--- src/rtl/exeu_alu_issue_pkg.sv ---
// Shared types for the EXU ALU issue block: ALU control codes, op types and operand selects.
package exeu_alu_issue_pkg;

  localparam int unsigned RegBus = 64;

  typedef enum logic [3:0] {
    AluAdd  = 4'd0,
    AluSub  = 4'd1,
    AluSll  = 4'd2,
    AluSlt  = 4'd3,
    AluSltu = 4'd4,
    AluXor  = 4'd5,
    AluSrl  = 4'd6,
    AluSra  = 4'd7,
    AluOr   = 4'd8,
    AluAnd  = 4'd9
  } alu_ctrl_e;

  typedef enum logic [1:0] {
    OpForceAdd = 2'd0,
    OpImm      = 2'd1,
    OpReg      = 2'd2,
    OpRsvd     = 2'd3
  } op_type_e;

  typedef enum logic [1:0] {
    SrcARs1   = 2'd0,
    SrcAPc    = 2'd1,
    SrcAZero  = 2'd2,
    SrcAZero2 = 2'd3
  } src_a_sel_e;

  typedef enum logic [1:0] {
    SrcBRs2  = 2'd0,
    SrcBImm  = 2'd1,
    SrcBFour = 2'd2,
    SrcBZero = 2'd3
  } src_b_sel_e;

  function automatic logic is_shift(alu_ctrl_e ctrl);
    return (ctrl == AluSll) || (ctrl == AluSrl) || (ctrl == AluSra);
  endfunction

endpackage

--- src/rtl/exeu_alu_issue_if.sv ---
// IDU payload, ALU operand and WBU result signals of the ALU issue block.
// master: the issue block itself; slave: the IDU/ALU/WBU environment around it.
interface exeu_alu_issue_if #(
  parameter int unsigned XLEN = exeu_alu_issue_pkg::RegBus
);
  logic            id_valid;
  logic            id_ready;
  logic [1:0]      id_op_type;
  logic [2:0]      id_funct3;
  logic            id_f7b5;
  logic            id_is_word;
  logic [1:0]      id_src_a_sel;
  logic [1:0]      id_src_b_sel;
  logic [XLEN-1:0] id_pc;
  logic [XLEN-1:0] id_rs1;
  logic [XLEN-1:0] id_rs2;
  logic [XLEN-1:0] id_imm;
  logic [4:0]      id_rd;
  logic [XLEN-1:0] alu_src_a;
  logic [XLEN-1:0] alu_src_b;
  logic [3:0]      alu_ctrl;
  logic [XLEN-1:0] alu_out;
  logic            wb_valid;
  logic            wb_ready;
  logic [4:0]      wb_rd;
  logic [XLEN-1:0] wb_data;

  modport master (
    input  id_valid, id_op_type, id_funct3, id_f7b5, id_is_word, id_src_a_sel, id_src_b_sel,
    input  id_pc, id_rs1, id_rs2, id_imm, id_rd, alu_out, wb_ready,
    output id_ready, alu_src_a, alu_src_b, alu_ctrl, wb_valid, wb_rd, wb_data
  );

  modport slave (
    output id_valid, id_op_type, id_funct3, id_f7b5, id_is_word, id_src_a_sel, id_src_b_sel,
    output id_pc, id_rs1, id_rs2, id_imm, id_rd, alu_out, wb_ready,
    input  id_ready, alu_src_a, alu_src_b, alu_ctrl, wb_valid, wb_rd, wb_data
  );
endinterface

--- src/rtl/exeu_alu_decode.sv ---
// Combinational decode of (op_type, funct3, f7b5) into an ALU control code.
module exeu_alu_decode
  import exeu_alu_issue_pkg::*;
(
  input  logic [1:0] op_type_i,
  input  logic [2:0] funct3_i,
  input  logic       f7b5_i,
  output alu_ctrl_e  alu_ctrl_o
);

  op_type_e op_type;
  assign op_type = op_type_e'(op_type_i);

  always_comb begin
    alu_ctrl_o = AluAdd;
    if (op_type == OpImm || op_type == OpReg) begin
      unique case (funct3_i)
        3'b000:  alu_ctrl_o = (op_type == OpReg && f7b5_i) ? AluSub : AluAdd;
        3'b001:  alu_ctrl_o = AluSll;
        3'b010:  alu_ctrl_o = AluSlt;
        3'b011:  alu_ctrl_o = AluSltu;
        3'b100:  alu_ctrl_o = AluXor;
        3'b101:  alu_ctrl_o = f7b5_i ? AluSra : AluSrl;
        3'b110:  alu_ctrl_o = AluOr;
        default: alu_ctrl_o = AluAnd;
      endcase
    end
  end

endmodule

--- src/rtl/exeu_alu_issue.sv ---
// Two-stage ALU issue/result pipeline between IDU, exeu_alu and WBU with valid/ready backpressure.
// Optional RV64 *W support is enabled by defining EXEU_WORD_OP_EN.
module exeu_alu_issue
  import exeu_alu_issue_pkg::*;
#(
  parameter int unsigned XLEN = RegBus
) (
  input  logic                   clk,
  input  logic                   rst,
  input  logic                   flush,
  exeu_alu_issue_if.master       bus
);

  logic            s1_valid_q, s1_valid_d;
  logic            s2_valid_q, s2_valid_d;
  logic [XLEN-1:0] src_a_q, src_a_d;
  logic [XLEN-1:0] src_b_q, src_b_d;
  alu_ctrl_e       ctrl_q, ctrl_d;
  logic [4:0]      rd_q, rd_d;
  logic [4:0]      wb_rd_q, wb_rd_d;
  logic [XLEN-1:0] wb_data_q, wb_data_d;

  logic            s2_ready, s1_adv, id_ready, fire;
  logic [XLEN-1:0] op_a, op_b, result;
  alu_ctrl_e       dec_ctrl;

  assign s2_ready = !s2_valid_q || bus.wb_ready;
  assign s1_adv   = s1_valid_q && s2_ready;
  assign id_ready = !flush && (!s1_valid_q || s2_ready);
  assign fire     = bus.id_valid && id_ready;

  exeu_alu_decode u_decode (
    .op_type_i  (bus.id_op_type),
    .funct3_i   (bus.id_funct3),
    .f7b5_i     (bus.id_f7b5),
    .alu_ctrl_o (dec_ctrl)
  );

  always_comb begin
    unique case (src_a_sel_e'(bus.id_src_a_sel))
      SrcARs1: op_a = bus.id_rs1;
      SrcAPc:  op_a = bus.id_pc;
      default: op_a = '0;
    endcase
    unique case (src_b_sel_e'(bus.id_src_b_sel))
      SrcBRs2:  op_b = bus.id_rs2;
      SrcBImm:  op_b = bus.id_imm;
      SrcBFour: op_b = XLEN'(4);
      default:  op_b = '0;
    endcase
`ifdef EXEU_WORD_OP_EN
    // Word shifts only honour a 5-bit shift amount.
    if (bus.id_is_word && is_shift(dec_ctrl)) begin
      op_b = {{(XLEN-5){1'b0}}, op_b[4:0]};
    end
`endif
  end

`ifdef EXEU_WORD_OP_EN
  logic is_word_q, is_word_d;

  always_comb begin
    is_word_d = is_word_q;
    if (fire) begin
      is_word_d = bus.id_is_word;
    end
  end

  always_ff @(posedge clk) begin
    if (rst) begin
      is_word_q <= 1'b0;
    end else begin
      is_word_q <= is_word_d;
    end
  end

  assign result = is_word_q ? {{(XLEN-32){bus.alu_out[31]}}, bus.alu_out[31:0]} : bus.alu_out;
`else
  logic unused_is_word;
  assign unused_is_word = bus.id_is_word;
  assign result = bus.alu_out;
`endif

  always_comb begin
    s1_valid_d = s1_valid_q;
    s2_valid_d = s2_valid_q;
    src_a_d    = src_a_q;
    src_b_d    = src_b_q;
    ctrl_d     = ctrl_q;
    rd_d       = rd_q;
    wb_rd_d    = wb_rd_q;
    wb_data_d  = wb_data_q;

    if (fire) begin
      s1_valid_d = 1'b1;
      src_a_d    = op_a;
      src_b_d    = op_b;
      ctrl_d     = dec_ctrl;
      rd_d       = bus.id_rd;
    end else if (s1_adv) begin
      s1_valid_d = 1'b0;
    end

    if (s1_adv) begin
      s2_valid_d = 1'b1;
    end else if (bus.wb_ready) begin
      s2_valid_d = 1'b0;
    end

    // A flush drops both stages but leaves the data registers untouched.
    if (s1_adv && !flush) begin
      wb_rd_d   = rd_q;
      wb_data_d = result;
    end
    if (flush) begin
      s1_valid_d = 1'b0;
      s2_valid_d = 1'b0;
    end
  end

  always_ff @(posedge clk) begin
    if (rst) begin
      s1_valid_q <= 1'b0;
      s2_valid_q <= 1'b0;
      src_a_q    <= '0;
      src_b_q    <= '0;
      ctrl_q     <= AluAdd;
      rd_q       <= '0;
      wb_rd_q    <= '0;
      wb_data_q  <= '0;
    end else begin
      s1_valid_q <= s1_valid_d;
      s2_valid_q <= s2_valid_d;
      src_a_q    <= src_a_d;
      src_b_q    <= src_b_d;
      ctrl_q     <= ctrl_d;
      rd_q       <= rd_d;
      wb_rd_q    <= wb_rd_d;
      wb_data_q  <= wb_data_d;
    end
  end

  assign bus.id_ready  = id_ready;
  assign bus.alu_src_a = src_a_q;
  assign bus.alu_src_b = src_b_q;
  assign bus.alu_ctrl  = ctrl_q;
  assign bus.wb_valid  = s2_valid_q;
  assign bus.wb_rd     = wb_rd_q;
  assign bus.wb_data   = wb_data_q;

endmodule

--- src/flat_wrapper.sv ---
// flat-port wrapper written by rule: the top's interface ports become plain ports
module exeu_alu_issue_flat import exeu_alu_issue_pkg::*;
#(
  parameter int unsigned XLEN = RegBus
)
  (clk, rst, flush, bus_id_valid, bus_id_op_type, bus_id_funct3, bus_id_f7b5, bus_id_is_word, bus_id_src_a_sel, bus_id_src_b_sel, bus_id_pc, bus_id_rs1, bus_id_rs2, bus_id_imm, bus_id_rd, bus_alu_out, bus_wb_ready, bus_id_ready, bus_alu_src_a, bus_alu_src_b, bus_alu_ctrl, bus_wb_valid, bus_wb_rd, bus_wb_data);
  exeu_alu_issue_if #(.XLEN(XLEN)) bus_i ();
  input  logic clk;
  input  logic rst;
  input  logic flush;
  input wire logic [$bits(bus_i.id_valid)-1:0] bus_id_valid;
  input wire logic [$bits(bus_i.id_op_type)-1:0] bus_id_op_type;
  input wire logic [$bits(bus_i.id_funct3)-1:0] bus_id_funct3;
  input wire logic [$bits(bus_i.id_f7b5)-1:0] bus_id_f7b5;
  input wire logic [$bits(bus_i.id_is_word)-1:0] bus_id_is_word;
  input wire logic [$bits(bus_i.id_src_a_sel)-1:0] bus_id_src_a_sel;
  input wire logic [$bits(bus_i.id_src_b_sel)-1:0] bus_id_src_b_sel;
  input wire logic [$bits(bus_i.id_pc)-1:0] bus_id_pc;
  input wire logic [$bits(bus_i.id_rs1)-1:0] bus_id_rs1;
  input wire logic [$bits(bus_i.id_rs2)-1:0] bus_id_rs2;
  input wire logic [$bits(bus_i.id_imm)-1:0] bus_id_imm;
  input wire logic [$bits(bus_i.id_rd)-1:0] bus_id_rd;
  input wire logic [$bits(bus_i.alu_out)-1:0] bus_alu_out;
  input wire logic [$bits(bus_i.wb_ready)-1:0] bus_wb_ready;
  output wire logic [$bits(bus_i.id_ready)-1:0] bus_id_ready;
  output wire logic [$bits(bus_i.alu_src_a)-1:0] bus_alu_src_a;
  output wire logic [$bits(bus_i.alu_src_b)-1:0] bus_alu_src_b;
  output wire logic [$bits(bus_i.alu_ctrl)-1:0] bus_alu_ctrl;
  output wire logic [$bits(bus_i.wb_valid)-1:0] bus_wb_valid;
  output wire logic [$bits(bus_i.wb_rd)-1:0] bus_wb_rd;
  output wire logic [$bits(bus_i.wb_data)-1:0] bus_wb_data;
  assign bus_i.id_valid = bus_id_valid;
  assign bus_i.id_op_type = bus_id_op_type;
  assign bus_i.id_funct3 = bus_id_funct3;
  assign bus_i.id_f7b5 = bus_id_f7b5;
  assign bus_i.id_is_word = bus_id_is_word;
  assign bus_i.id_src_a_sel = bus_id_src_a_sel;
  assign bus_i.id_src_b_sel = bus_id_src_b_sel;
  assign bus_i.id_pc = bus_id_pc;
  assign bus_i.id_rs1 = bus_id_rs1;
  assign bus_i.id_rs2 = bus_id_rs2;
  assign bus_i.id_imm = bus_id_imm;
  assign bus_i.id_rd = bus_id_rd;
  assign bus_i.alu_out = bus_alu_out;
  assign bus_i.wb_ready = bus_wb_ready;
  assign bus_id_ready = bus_i.id_ready;
  assign bus_alu_src_a = bus_i.alu_src_a;
  assign bus_alu_src_b = bus_i.alu_src_b;
  assign bus_alu_ctrl = bus_i.alu_ctrl;
  assign bus_wb_valid = bus_i.wb_valid;
  assign bus_wb_rd = bus_i.wb_rd;
  assign bus_wb_data = bus_i.wb_data;
  exeu_alu_issue #(.XLEN(XLEN)) u_core (.clk(clk), .rst(rst), .flush(flush), .bus(bus_i));
endmodule
--- config.mk ---
export PLATFORM = sky130hd
export DESIGN_NAME = exeu_alu_issue_flat
export DESIGN_NICKNAME = d
export VERILOG_FILES = /design/src/rtl/exeu_alu_issue_pkg.sv /design/src/rtl/exeu_alu_issue_if.sv /design/src/rtl/exeu_alu_decode.sv /design/src/rtl/exeu_alu_issue.sv /design/src/flat_wrapper.sv
export SDC_FILE = /design/constraint.sdc
export NUM_CORES = 1
export LEC_CHECK = 0
export BUFFER_PORTS_ARGS = -buffer_cell sky130_fd_sc_hd__buf_2
export CELL_PAD_IN_SITES_DETAIL_PLACEMENT = 0
export CELL_PAD_IN_SITES_GLOBAL_PLACEMENT = 1
export CORE_AREA = 2 2 210 212
export DETAILED_ROUTE_END_ITERATION = 6
export DIE_AREA = 0 0 212 214
export GPL_ROUTABILITY_DRIVEN = 0
export PLACE_DENSITY = 0.7
export SLEW_MARGIN = 30
export SYNTH_ARGS = -nofsm -noshare
export SYNTH_HDL_FRONTEND = slang
export SYNTH_SLANG_ARGS = --single-unit
export TNS_END_PERCENT = 10
--- constraint.sdc ---
create_clock -name clk -period 2 [get_ports clk]
set_clock_uncertainty 0.1 [all_clocks]
set_input_delay 0.3 -clock clk [delete_from_list [all_inputs] [get_ports clk]]
set_output_delay 0.3 -clock clk [all_outputs]
set_load 0.02 [all_outputs]
After elaboration in Yosys (flattened, before gate mapping)
Cells that the tools add are included.

Bits in registers: 208. Input bits: 341. Output and inout bits: 203. Word-level logic and storage cells: 46.

Equality and inequality tests: 11. Mux-type cells: 10. Reduce and logical (&&, ||, !) cells: 17.

Operator list (count): $pmux W64 S3 (1); $pmux W64 S2 (1); $pmux W4 S7 (1); $eq A3 B3 Y1 const B (3); $eq A2 B1 Y1 const B (3); $eq A3 B2 Y1 const B (2); $mux W1 (6); $logic_and A1 B1 Y1 (5); $eq A2 B2 Y1 const B (2); $logic_not A2 Y1 (2); $mux W4 (1); $reduce_bool A2 Y1 (2); $eq A3 B1 Y1 const B (1); $logic_not A1 Y1 (3); $logic_not A3 Y1 (1); $logic_or A1 B1 Y1 (3); $reduce_or A2 Y1 (1).

Depth between registers and ports, before layout
Gate-level depths: netlist of the first run.

Depth after elaboration: 6. Mapped depth: 7.

By module
Synthesis of the first run repeated with hierarchy kept, for this count alone.

Cells, all modules: 1124. Area total of the unflattened synthesis: 9699.3 µm².

By module, submodules not included: exeu_alu_issue (times used 1, cells an instance 1109, area an instance 9606.7 µm²); exeu_alu_decode (times used 1, cells an instance 15, area an instance 92.6 µm²).

Worst setup path before layout of the first run
OpenSTA, ideal clock, no wires.

Path type: flip-flop to flip-flop. From: register u_core.s2_valid_q (netlist: u_core.bus.wb_valid). To: register u_core.wb_data_q[21] (netlist: u_core.bus.wb_data[21]). Setup time: 0.132 ns. Arrival: 1.448 ns. Setup slack: 0.320 ns. Stages on the path, launching flop included: 8. Buffers on the path: 3. Cell sequence: dfxtp_1 nor2b_4 or3b_2 buf_2 buf_6 buf_6 nand2_1 a21oi_1.

Word-level cells in the longest chain between the ends: 4.

Ends and longest elaborated chain: start, declared (line exeu_alu_issue.sv:15) `logic s2_valid_q, s2_valid_d;`; start signal, assigned (line exeu_alu_issue.sv:133) `s2_valid_q <= s2_valid_d;`; $logic_not A1 Y1 (line exeu_alu_issue.sv:27) `assign s2_ready = !s2_valid_q || bus.wb_ready;`; $logic_or A1 B1 Y1 (line exeu_alu_issue.sv:27); $logic_and A1 B1 Y1 (line exeu_alu_issue.sv:28) `assign s1_adv = s1_valid_q && s2_ready;`; $logic_and A1 B1 Y1 (line exeu_alu_issue.sv:111) `if (s1_adv && !flush) begin`; end signal, assigned (line exeu_alu_issue.sv:139) `wb_data_q <= wb_data_d;`; end, declared (line exeu_alu_issue.sv:21) `logic [XLEN-1:0] wb_data_q, wb_data_d;`.

No other way between the ends. A chain may end at the register's enable or synchronous reset.

Worst setup path after layout of the first run
From: input port flush. To: register u_core.src_a_q[15] (netlist: u_core.bus.alu_src_a[15]).

Word-level cells in the longest chain between the ends: 3.

Ends and longest elaborated chain: start, declared (line flat_wrapper.sv:10) `input logic flush;`; $logic_not A1 Y1 (line exeu_alu_issue.sv:29) `assign id_ready = !flush && (!s1_valid_q || s2_ready);`; $logic_and A1 B1 Y1 (line exeu_alu_issue.sv:29); $logic_and A1 B1 Y1 (line exeu_alu_issue.sv:30) `assign fire = bus.id_valid && id_ready;`; end signal, assigned (line exeu_alu_issue.sv:134) `src_a_q <= src_a_d;`; end, declared (line exeu_alu_issue.sv:16) `logic [XLEN-1:0] src_a_q, src_a_d;`.

No other way between the ends.

==> impl_metrics.toml, run 1 <==
[clocking]
cts_inserted_buffers = 24
cts_setup_buffers = 0
cts.htree.levels = 1
cts.reportedPaths.clkPinSlew_ns = 0.06
clk_latency_ns = 0.52
clkSinkCount = 208
root_buffer = "clkbuf_16"
cts_tree = "built"
cts_buffer_depth = 3

[global_routing]
overflow = 0
grt_use_total_pct = 13.5
antenna_found_initial = 1
grt_pass1_wl_um = 49400
grt_pass1_vias = 9323
grt_max_degree = 70

[power_and_ir_drop]
switching_power_uw = 2550
comb_power_share_pct = 14.7
max-vdd-ir-drop_uv = 376
p_int_uw = 7550
leakagePower_uw = 0.00650
swShare_pct = 25.3
power.density_nw_per_um2 = 720
clkPwrFrac_pct = 42.5
p_seq_share_pct = 42.8

[timing]
fin_crit_ns = 1.88
slew_violations = 0
worstMarginPinSlew_ns = 0.530
hold_viol_final = 0
tns_ns = 0
finalWorstSetupSlack_ns = 0.115
rsz0062_at_grt = "no"
layout_worst_path_cycle_share_pct = 94.2
whs_ns = 0.0573
setup_violations = 0
slew_headroom_pct = 64.7
fmax_mhz = 531

[setup_path]
cp.required_ns = 2.34
path_class = "input pin to register"
end_kind = "register"
worst_path_max_delay_cell = "dlygate4sd3_1"
crit_fanout = 16
critPathArrivalTime_ns = 2.23
slowest_delay_ns = 0.54
crit_family = "buffers and inverters"
crit_chain = "dlygate4sd3_1 -> buf_2 -> nor2b_4 -> nand2_8 -> buf_4 -> or3_1 -> a21oi_1"
path_buf_inv = 3
cp-start-kind = "input pin"

[logic_synthesis]
synth_adder_area_share_pct = 0.139
synth-compound-area-share_pct = 11.9
synth_top_family_by_area = "simple AND/OR/NAND/NOR gates"
synth-seq-cells = 208
synth_simple_gate_area_share_pct = 21.9
synthMuxAreaShare_pct = 14.4
ys_warn_count = 0
synth-xor-area-share_pct = 0
syn-num-nets = 1416
ys_types = 30
syn_inst = 1074
netlist_area_um2 = 8980
ys_seq_area_share_pct = 46.4
avgSynthCellArea_um2 = 8.36

[floorplan]
ioPinCount = 544
die_w_um = 212
dieArea_um2 = 45400
initial_utilization_pct = 20.9
die_y_um = 214
design.core.area_um2 = 42900
fp-row-count = 76

[final_layout]
drive_gt1_share_pct = 37.7
diodes = 0
fin_nets = 2008
fillCellCount = 4530
fin_util_pct = 32.7
areaGrowthSynthToFinish_pct = 56.2

[place]
hpwl_um = 24100
dp_worst_setup_slack_ns = 0.0944
portBuffers = 542

[run]
maxCapViolCount = 0

[route]
drt_iter0_drc = 403
wl_per_cell_um = 14.4
routed_wl_um = 32800
drtAntennaViolNets = 0
post_drt_via_cell_ratio = 4.23
drc = 0
vias = 9595
dr.pass1.iters = 4

[min_path]
min_path_type = "input pin to register"

[status]
status = "finished, final reports clean"
area by class of cell:
class,count,area [µm²],share of cell area [%]
Timing Repair Buffer,661,3970,28.3
Multi-Input combinational cell,768,4380,31.2
Inverter,3,11.3,0.0803
Tap cell,585,732,5.22
Sequential cell,208,4160,29.7
Clock buffer,32,702,5.00
Clock inverter,10,75.1,0.535
kinds of logic (layout without fill, tap and decap cells):
logic type	count (synthesis)	in the layout
AND/OR/NAND/NOR	425	426
AO/OA/AOI/OAI	212	212
adder cells (fa/ha/maj)	1	1
flip-flops	208	208
multiplexers	129	129
buffers and inverters	99	706
registers in the layout, indices dropped and copies added, names as in the netlist:
| signal | cells |
|---|---|
| u_core.bus.alu_ctrl | 4 |
| u_core.bus.alu_src_b | 64 |
| u_core.s1_valid_q | 1 |
| u_core.bus.wb_data | 64 |
| u_core.bus.wb_valid | 1 |
| u_core.bus.wb_rd | 5 |
| u_core.rd_q | 5 |
| u_core.bus.alu_src_a | 64 |
worst reg2reg max path, stage by stage, from the launching register on:
cell,delay (ns)
dfxtp_1,0.34
nand3b_1,0.33
nand2_8,0.21
buf_4,0.30
or3_1,0.35
a21oi_1,0.15
synth_stat cells:
library cell	n	share of area (%)
a21oi_1	206	11
and2_1	2	0.14
dfxtp_1	208	46
inv_1	3	0.13
nand2_2	1	0.070
buf_6	4	0.50
nor3_1	2	0.11
or3_1	128	8.9
or3b_2	1	0.098
o21ai_0	2	0.11
nand3_1	1	0.056
nand2_1	280	12
buf_2	31	1.7
nor2b_2	1	0.098
buf_4	5	0.42
nor2_1	4	0.17
nor3b_2	1	0.14
a31oi_1	1	0.070
nand3b_1	2	0.17
ha_1	1	0.14
o311ai_0	1	0.098
nor2b_4	1	0.15
clkbuf_1	46	1.9
nand4b_1	1	0.098
clkbuf_2	9	0.50
buf_1	1	0.042
mux2i_1	128	14
o41ai_1	1	0.098
mux2_2	1	0.13
a211oi_1	1	0.084
per-stage QoR:
stage / instances / instance area [µm²] / total power, µW
after floorplan: 1074 / 8980 / 5100
after detailed placement: 2150 / 12500 / 5800
after global routing: 2267 / 14000 / 10600
after CTS: 2266 / 14000 / 10300
after global placement: 2150 / 12500 / 5790
final: 2267 / 14000 / 10100
metal layers:
layer / global-route usage (%) / part of all wire, % / vias to the layer above / wire (µm)
met5: 0 / 0 / - / 0
met1: 15.8 / 41 / 4364 / 13500
met3: 2.98 / 6.3 / 50 / 2050
met4: 4.11 / 2.8 / 0 / 913
met2: 24.5 / 50 / 333 / 16300
li1: - / - / 4848 / -
power by group through the flow:
stage	Sequential, µW	Clock [µW]	Combinational, µW
after floorplan	4550	0	548
after global placement	4410	0	1380
after detailed placement	4410	0	1390
after CTS	4320	4460	1500
after global routing	4330	4640	1630
final	4320	4300	1490
placed cells by master (no fill, tap or decap), types with 2 or more instances in the layout:
cell / Yosys / final
nor3_1: 2 / 2
o21ai_0: 2 / 2
and2_1: 2 / 2
clkbuf_8: 0 / 5
dfxtp_1: 208 / 208
nor2_1: 4 / 4
nand3b_1: 2 / 2
a21oi_1: 206 / 206
nor2b_4: 1 / 2
dlygate4sd3_1: 0 / 74
clkbuf_1: 46 / 2
or3_1: 128 / 128
buf_2: 31 / 539
mux2i_1: 128 / 128
clkbuf_16: 0 / 25
buf_12: 0 / 13
nand2_1: 280 / 280
inv_1: 3 / 3
buf_4: 5 / 34
clkinv_2: 0 / 9
worst paths after layout:
kind                            startpoint                  endpoint  slack, ns  cells past startpoint
setup / recovery                     flush  u_core.bus.alu_src_a[15]       0.12                      7
hold / removal            bus_id_funct3[0]    u_core.bus.alu_ctrl[1]       0.06                      3
setup reg to reg         u_core.s1_valid_q  u_core.bus.alu_src_a[15]       0.15                      5
hold reg to reg   u_core.bus.alu_src_a[20]  u_core.bus.alu_src_a[20]       0.35                      2
repair_timing:
action	4_1_cts	5_1_grt
resized for setup	0	1
hold buffers	74	0
setup endpoints to repair	0	4
hold endpoints to repair	72	0
Note: power is estimated with default switching activity, not from simulation.
==> run 2: changes to the inputs <==
--- a/config.mk
+++ b/config.mk
@@ -12,6 +12,7 @@
 export DETAILED_ROUTE_END_ITERATION = 6
 export DIE_AREA = 0 0 212 214
 export GPL_ROUTABILITY_DRIVEN = 0
+export GPL_TIMING_DRIVEN = 0
 export PLACE_DENSITY = 0.7
 export SLEW_MARGIN = 30
 export SYNTH_ARGS = -nofsm -noshare
==> run 2 against run 1 <==
  * Sequential power barely moved
  * Register-to-register slack improved by 0.05 ns
  * Core utilization fell by 0.11 points
  * Sequential cell count did not move
  * Design area fell by 0.33%
  * Critical path depth fell by 3
  * Highest routed layer unchanged
==> impl_metrics.toml, run 2 (synthesized netlist as in run 1, its figures left out) <==
[global_routing]
grt_pass1_vias = 9909
grt_max_degree = 20
grt_pass1_wl_um = 54900
grt_use_total_pct = 15.4
antenna_found_initial = 1
overflow = 0

[setup_path]
cp.required_ns = 1.60
path_buf_inv = 1
slowest_delay_ns = 0.35
worst_path_max_delay_cell = "dfxtp_1"
crit_chain = "nor2b_4 -> and2_1 -> nor2_1 -> buf_2"
path_class = "register to primary output"
critPathArrivalTime_ns = 1.44
cp-start-kind = "register"
crit_fanout = 4
crit_family = "simple AND/OR/NAND/NOR gates"
end_kind = "primary output"

[clocking]
clkSinkCount = 208
cts_buffer_depth = 3
cts.reportedPaths.clkPinSlew_ns = 0.06
clk_latency_ns = 0.51
cts_tree = "built"
cts_inserted_buffers = 25
root_buffer = "clkbuf_16"
cts_setup_buffers = 0
cts.htree.levels = 1

[floorplan]
die_w_um = 212
dieArea_um2 = 45400
ioPinCount = 544
initial_utilization_pct = 20.9
design.core.area_um2 = 42900
die_y_um = 214
fp-row-count = 76

[final_layout]
areaGrowthSynthToFinish_pct = 55.7
fin_nets = 2051
final_cell_mix = "buf_2, nand2_1, dfxtp_1, a21oi_1"
drive_gt1_share_pct = 36.6
fin_cells = 2312
final_common_cell = "buf_2"
fillCellCount = 4582

[power_and_ir_drop]
finalPower_uw = 10500
max-vdd-ir-drop_uv = 375
power.density_nw_per_um2 = 752
leakagePower_uw = 0.00645

[route]
drc = 0
vias = 9812
routed_wl_um = 36900
drtAntennaViolNets = 0
post_drt_via_cell_ratio = 4.24
wl_per_cell_um = 15.9
dr.pass1.iters = 5
drt_iter0_drc = 386

[timing]
fin_crit_ns = 1.84
rsz0062_at_grt = "yes"
hold_viol_final = 0
slew_violations = 0
worstMarginPinSlew_ns = 0.780
setup_violations = 0
fmax_mhz = 543
slew_headroom_pct = 48.0
layout_worst_path_cycle_share_pct = 92.1

[status]
status = "finished, final reports clean"

[min_path]
min_path_type = "input pin to register"

[place]
hpwl_um = 29000
dp_cells = 2196
portBuffers = 537

[run]
maxCapViolCount = 0
run 2: cell count changes in the layout (fill, tap and decap cells not counted), moves of 2 or more:
cell           before  now
bufinv_16           1    4
dlygate4sd3_1      74   72
buf_12             13    0
buf_6               1    4
clkbuf_1            2   51
clkinv_2            9    5
buf_4              34    7
clkbuf_2            0   11
buf_2             539  565
run 2: what timing repair did:
item,4_1_cts,5_1_grt
hold buffers,72,0
setup endpoints to repair,130,80
gates resized for setup,3,3
endpoints found under the hold margin,71,0
cloned,0,0
run 2: through the flow:
| stage | worst slack (ns) | TNS (ns) | hold slack, ns | util (%) | instance area (µm²) |
|---|---|---|---|---|---|
| after floorplan | 0.320 | 0 | 0.279 | - | 8980 |
| after global placement | -0.635 | -57.40 | 0.335 | 28.9 | 12400 |
| after detailed placement | -0.698 | -64.38 | 0.341 | 28.9 | 12400 |
| after CTS | 0.0366 | 0 | 0.0305 | 32.6 | 14000 |
| after global routing | -0.0179 | -0.0556 | 0.0607 | 32.6 | 14000 |
| final | 0.159 | 0 | 0.0502 | 32.6 | 14000 |
run 2: worst register-to-register path: cells and delay by family, from the launching register on:
family / cells / cell delay (ns)
flops: 1 / 0.34
compound gates: 1 / 0.16
simple gates: 3 / 0.69
buf+inv: 2 / 0.43
run 2: power breakdown:
group          internal, µW  switching (µW)  total, µW
Combinational           674             813       1490
Clock                  2950            1760       4710
Sequential             4260            60.8       4320
run 2: final timing paths:
path                                               start                       end  slack [ns]  cells past startpoint
worst max-delay path                 u_core.bus.wb_valid              bus_id_ready        0.16                      4
worst min-delay path                       bus_id_rs2[2]   u_core.bus.alu_src_b[2]        0.05                      3
worst max register to register         u_core.s1_valid_q  u_core.bus.alu_src_a[42]        0.20                      6
worst min register to register  u_core.bus.alu_src_b[52]  u_core.bus.alu_src_b[52]        0.35                      2
run 2: cell type report:
type / count / area [µm²] / area share [%]
Multi-Input combinational cell: 767 / 4360 / 31.2
Sequential cell: 208 / 4160 / 29.8
Timing Repair Buffer: 609 / 3410 / 24.4
Tap cell: 585 / 732 / 5.23
Clock buffer: 35 / 703 / 5.03
Buffer: 95 / 462 / 3.30
Clock inverter: 9 / 145 / 1.04
Inverter: 3 / 11.3 / 0.0805
Antenna cell: 1 / 2.50 / 0.0179
run 2: metal layers:
metal	routed length [µm]	global-route usage [%]	vias up
met4	816	4.84	0
met5	0	0	-
met2	18500	28.3	340
li1	-	-	4937
met3	2110	2.58	57
met1	15400	18.2	4478
==> run 3: changes to the inputs <==
--- a/config.mk
+++ b/config.mk
@@ -5,15 +5,18 @@
 export SDC_FILE = /design/constraint.sdc
 export NUM_CORES = 1
 export LEC_CHECK = 0
+export ABC_AREA = 1
+export ABC_CLOCK_PERIOD_IN_PS = 2000
 export BUFFER_PORTS_ARGS = -buffer_cell sky130_fd_sc_hd__buf_2
 export CELL_PAD_IN_SITES_DETAIL_PLACEMENT = 0
 export CELL_PAD_IN_SITES_GLOBAL_PLACEMENT = 1
-export CORE_AREA = 2 2 210 212
+export CORE_AREA = 2 2 209 211
+export CTS_BUF_LIST = sky130_fd_sc_hd__clkbuf_4 sky130_fd_sc_hd__clkbuf_8
 export DETAILED_ROUTE_END_ITERATION = 6
-export DIE_AREA = 0 0 212 214
+export DIE_AREA = 0 0 211 213
 export GPL_ROUTABILITY_DRIVEN = 0
 export GPL_TIMING_DRIVEN = 0
-export PLACE_DENSITY = 0.7
+export PLACE_DENSITY = 0.74
 export SLEW_MARGIN = 30
 export SYNTH_ARGS = -nofsm -noshare
 export SYNTH_HDL_FRONTEND = slang
==> run 3 against run 2 <==
  * Register-to-register slack improved by 0.07 ns
  * Cell count grew 21%
  * Largest cell class is now buffers
  * Count of clock-buffer cells in the layout up 27
  * Highest routed layer is now met5
  * Worst hold slack gained 0.0023 ns
  * First-iteration DRC count increased by 66%
  * Worst setup slack lost 0.067 ns
  * Die area down 0.94%
  * Maximum frequency is 3.5% lower
==> impl_metrics.toml, run 3 <==
[route]
routed_wl_um = 45900
drtAntennaViolNets = 0
wl_met2_um = 22200
drc = 0
top_layer = "met5"
vias = 12700
dr.pass1.iters = 5
post_drt_via_cell_ratio = 4.52
wl_per_cell_um = 16.4
drt_iter0_drc = 641
wl_met1_um = 17900
wl_met3_um = 3990

[power_and_ir_drop]
max-vdd-ir-drop_uv = 349
p_seq_share_pct = 39.8
finalPower_uw = 10900
leakagePower_uw = 0.00829
switching_power_uw = 3010
p_int_uw = 7880
comb_power_share_pct = 18.9
power.density_nw_per_um2 = 651
swShare_pct = 27.6
clkPwrFrac_pct = 41.4

[timing]
slew_headroom_pct = 35.3
setup_violations = 0
worstMarginPinSlew_ns = 0.970
slew_violations = 0
layout_worst_path_cycle_share_pct = 95.4
hold_viol_final = 0
rsz0062_at_grt = "no"
fmax_mhz = 524
fin_crit_ns = 1.91

[logic_synthesis]
synth_commonest_cells = "nand3_1, nand2_1, dfxtp_1"
syn_inst = 1375
avgSynthCellArea_um2 = 7.06
netlist_area_um2 = 9710
synthMostInstantiatedCell = "nand3_1"
synth_top_area_share_pct = 42.9
synthTopCellsByArea = "dfxtp_1, nand3_1, nand2_1, a21oi_1, o21ai_2"
synth-edff-count = 0
async_flop_share_pct = 0
ys_warn_count = 0
ys_seq_area_share_pct = 42.9
ys_types = 21
yosys.area.top_type = "dfxtp_1"
ys.flop_type = "dfxtp_1"
syn-num-nets = 1717
synth-seq-cells = 208

[setup_path]
critPathArrivalTime_ns = 1.51
crit_chain = "dlygate4sd3_1 -> buf_2 -> inv_2 -> nand2_1 -> inv_2 -> buf_12 -> buf_6"
crit_fanout = 4
worst_path_max_delay_cell = "dlygate4sd3_1"
end_kind = "primary output"
crit_family = "buffers and inverters"
cp.required_ns = 1.60
cp-start-kind = "input pin"
slowest_delay_ns = 0.57
cp_common_cell = "inv_2"
path_buf_inv = 6
path_class = "input pin to primary output"

[floorplan]
ioPinCount = 544
initial_utilization_pct = 22.7
die_w_um = 211
fp-row-count = 76
design.core.area_um2 = 42700
dieArea_um2 = 44900
die_y_um = 213

[place]
portBuffers = 541
place_area_um2 = 13100
hpwl_um = 34700

[global_routing]
grt_pass1_wl_um = 68300
grt_max_degree = 19
grt_pass1_vias = 12800
antenna_found_initial = 5
overflow = 0
grt_use_total_pct = 19.4

[final_layout]
drive_gt1_share_pct = 33.6
fin_nets = 2570
final_common_cell = "buf_2"
areaGrowthSynthToFinish_pct = 72.0
design_area_um2 = 16700
final_cell_mix = "buf_2, nand3_1, dlygate4sd3_1, nand2_1, dfxtp_1"

[clocking]
clk_latency_ns = 0.57
cts_buffer_depth = 3
cts_inserted_buffers = 39
root_buffer = "clkbuf_8"
clkSinkCount = 208
cts_tree = "built"
cts.htree.levels = 2
cts.reportedPaths.clkPinSlew_ns = 0.06

[min_path]
min_path_type = "input pin to register"

[status]
status = "finished, final reports clean"

[run]
maxCapViolCount = 0
[run 3: kinds of logic (layout without fill, tap and decap cells)]
group,Yosys count,in the layout,share of synthesized area [%]
other cells,0,5,0
buf+inv,209,1089,9.66
compound gates,283,283,16.9
simple gates,674,674,30.4
flops,208,208,42.9
fa+ha+maj,1,1,0.129
[run 3: area by class of cell]
class	instances	area, µm²
clock inverter	6	62.6
buffer	126	641
inverter	82	308
sequential	208	4170
timing repair buffer	813	5440
fill	4481	26000
multi-input combinational	958	4610
tap	546	683
clock buffer	62	791
antenna	5	12.5
[run 3: power by group through the flow]
| stage | Sequential (µW) | Clock, µW | Combinational (µW) |
|---|---|---|---|
| finish | 4330 | 4500 | 2050 |
| global route | 4340 | 4850 | 2230 |
| CTS | 4330 | 4660 | 2040 |
| detailed placement | 4420 | 0 | 1580 |
| global placement | 4410 | 0 | 1570 |
| floorplan | 4550 | 0 | 694 |
[run 3: worst min-delay path, stage by stage]
cell	delay (ns)
buf_2	0.10
nand3_1	0.06
o21ai_0	0.08
nand3_1	0.07
a21oi_1	0.05
[run 3: metal layers]
metal | up-vias | track usage (%)
met5 | - | 0
met4 | 2 | 8.79
met3 | 101 | 6.62
met2 | 522 | 34.6
met1 | 5771 | 20.8
li1 | 6300 | -
[run 3: worst paths after layout]
path	from	end	slack, ns	depth (start not counted)
max reg2reg	u_core.bus.wb_valid	u_core.bus.alu_src_b[19]	0.27	8
min	bus_id_pc[1]	u_core.bus.alu_src_a[1]	0.05	5
max	flush	bus_id_ready	0.09	7
min reg2reg	u_core.rd_q[3]	u_core.bus.wb_rd[3]	0.36	2
[run 3: timing repair]
action	4_1_cts	5_1_grt
endpoints found under the setup margin	1	20
buffers inserted	1	0
gates resized for setup	5	4
hold endpoints to repair	182	0
hold buffers	271	0
[run 3: per-stage QoR]
step / std cells / setup TNS [ns] / hold WS [ns] / setup slack, ns / utilization [%]
6_report: 2806 / 0 / 0.0526 / 0.0919 / 39.1
5_1_grt: 2803 / 0 / 0.0272 / 0.00583 / 39.1
4_1_cts: 2801 / 0 / 0.0000306 / 0.0289 / 39.1
3_5_place_dp: 2462 / -0.299 / 0.348 / -0.0533 / 30.7
3_3_place_gp: 2462 / -0.0277 / 0.338 / -0.0186 / 30.7
2_1_floorplan: 1375 / 0 / 0.329 / 0.580 / -
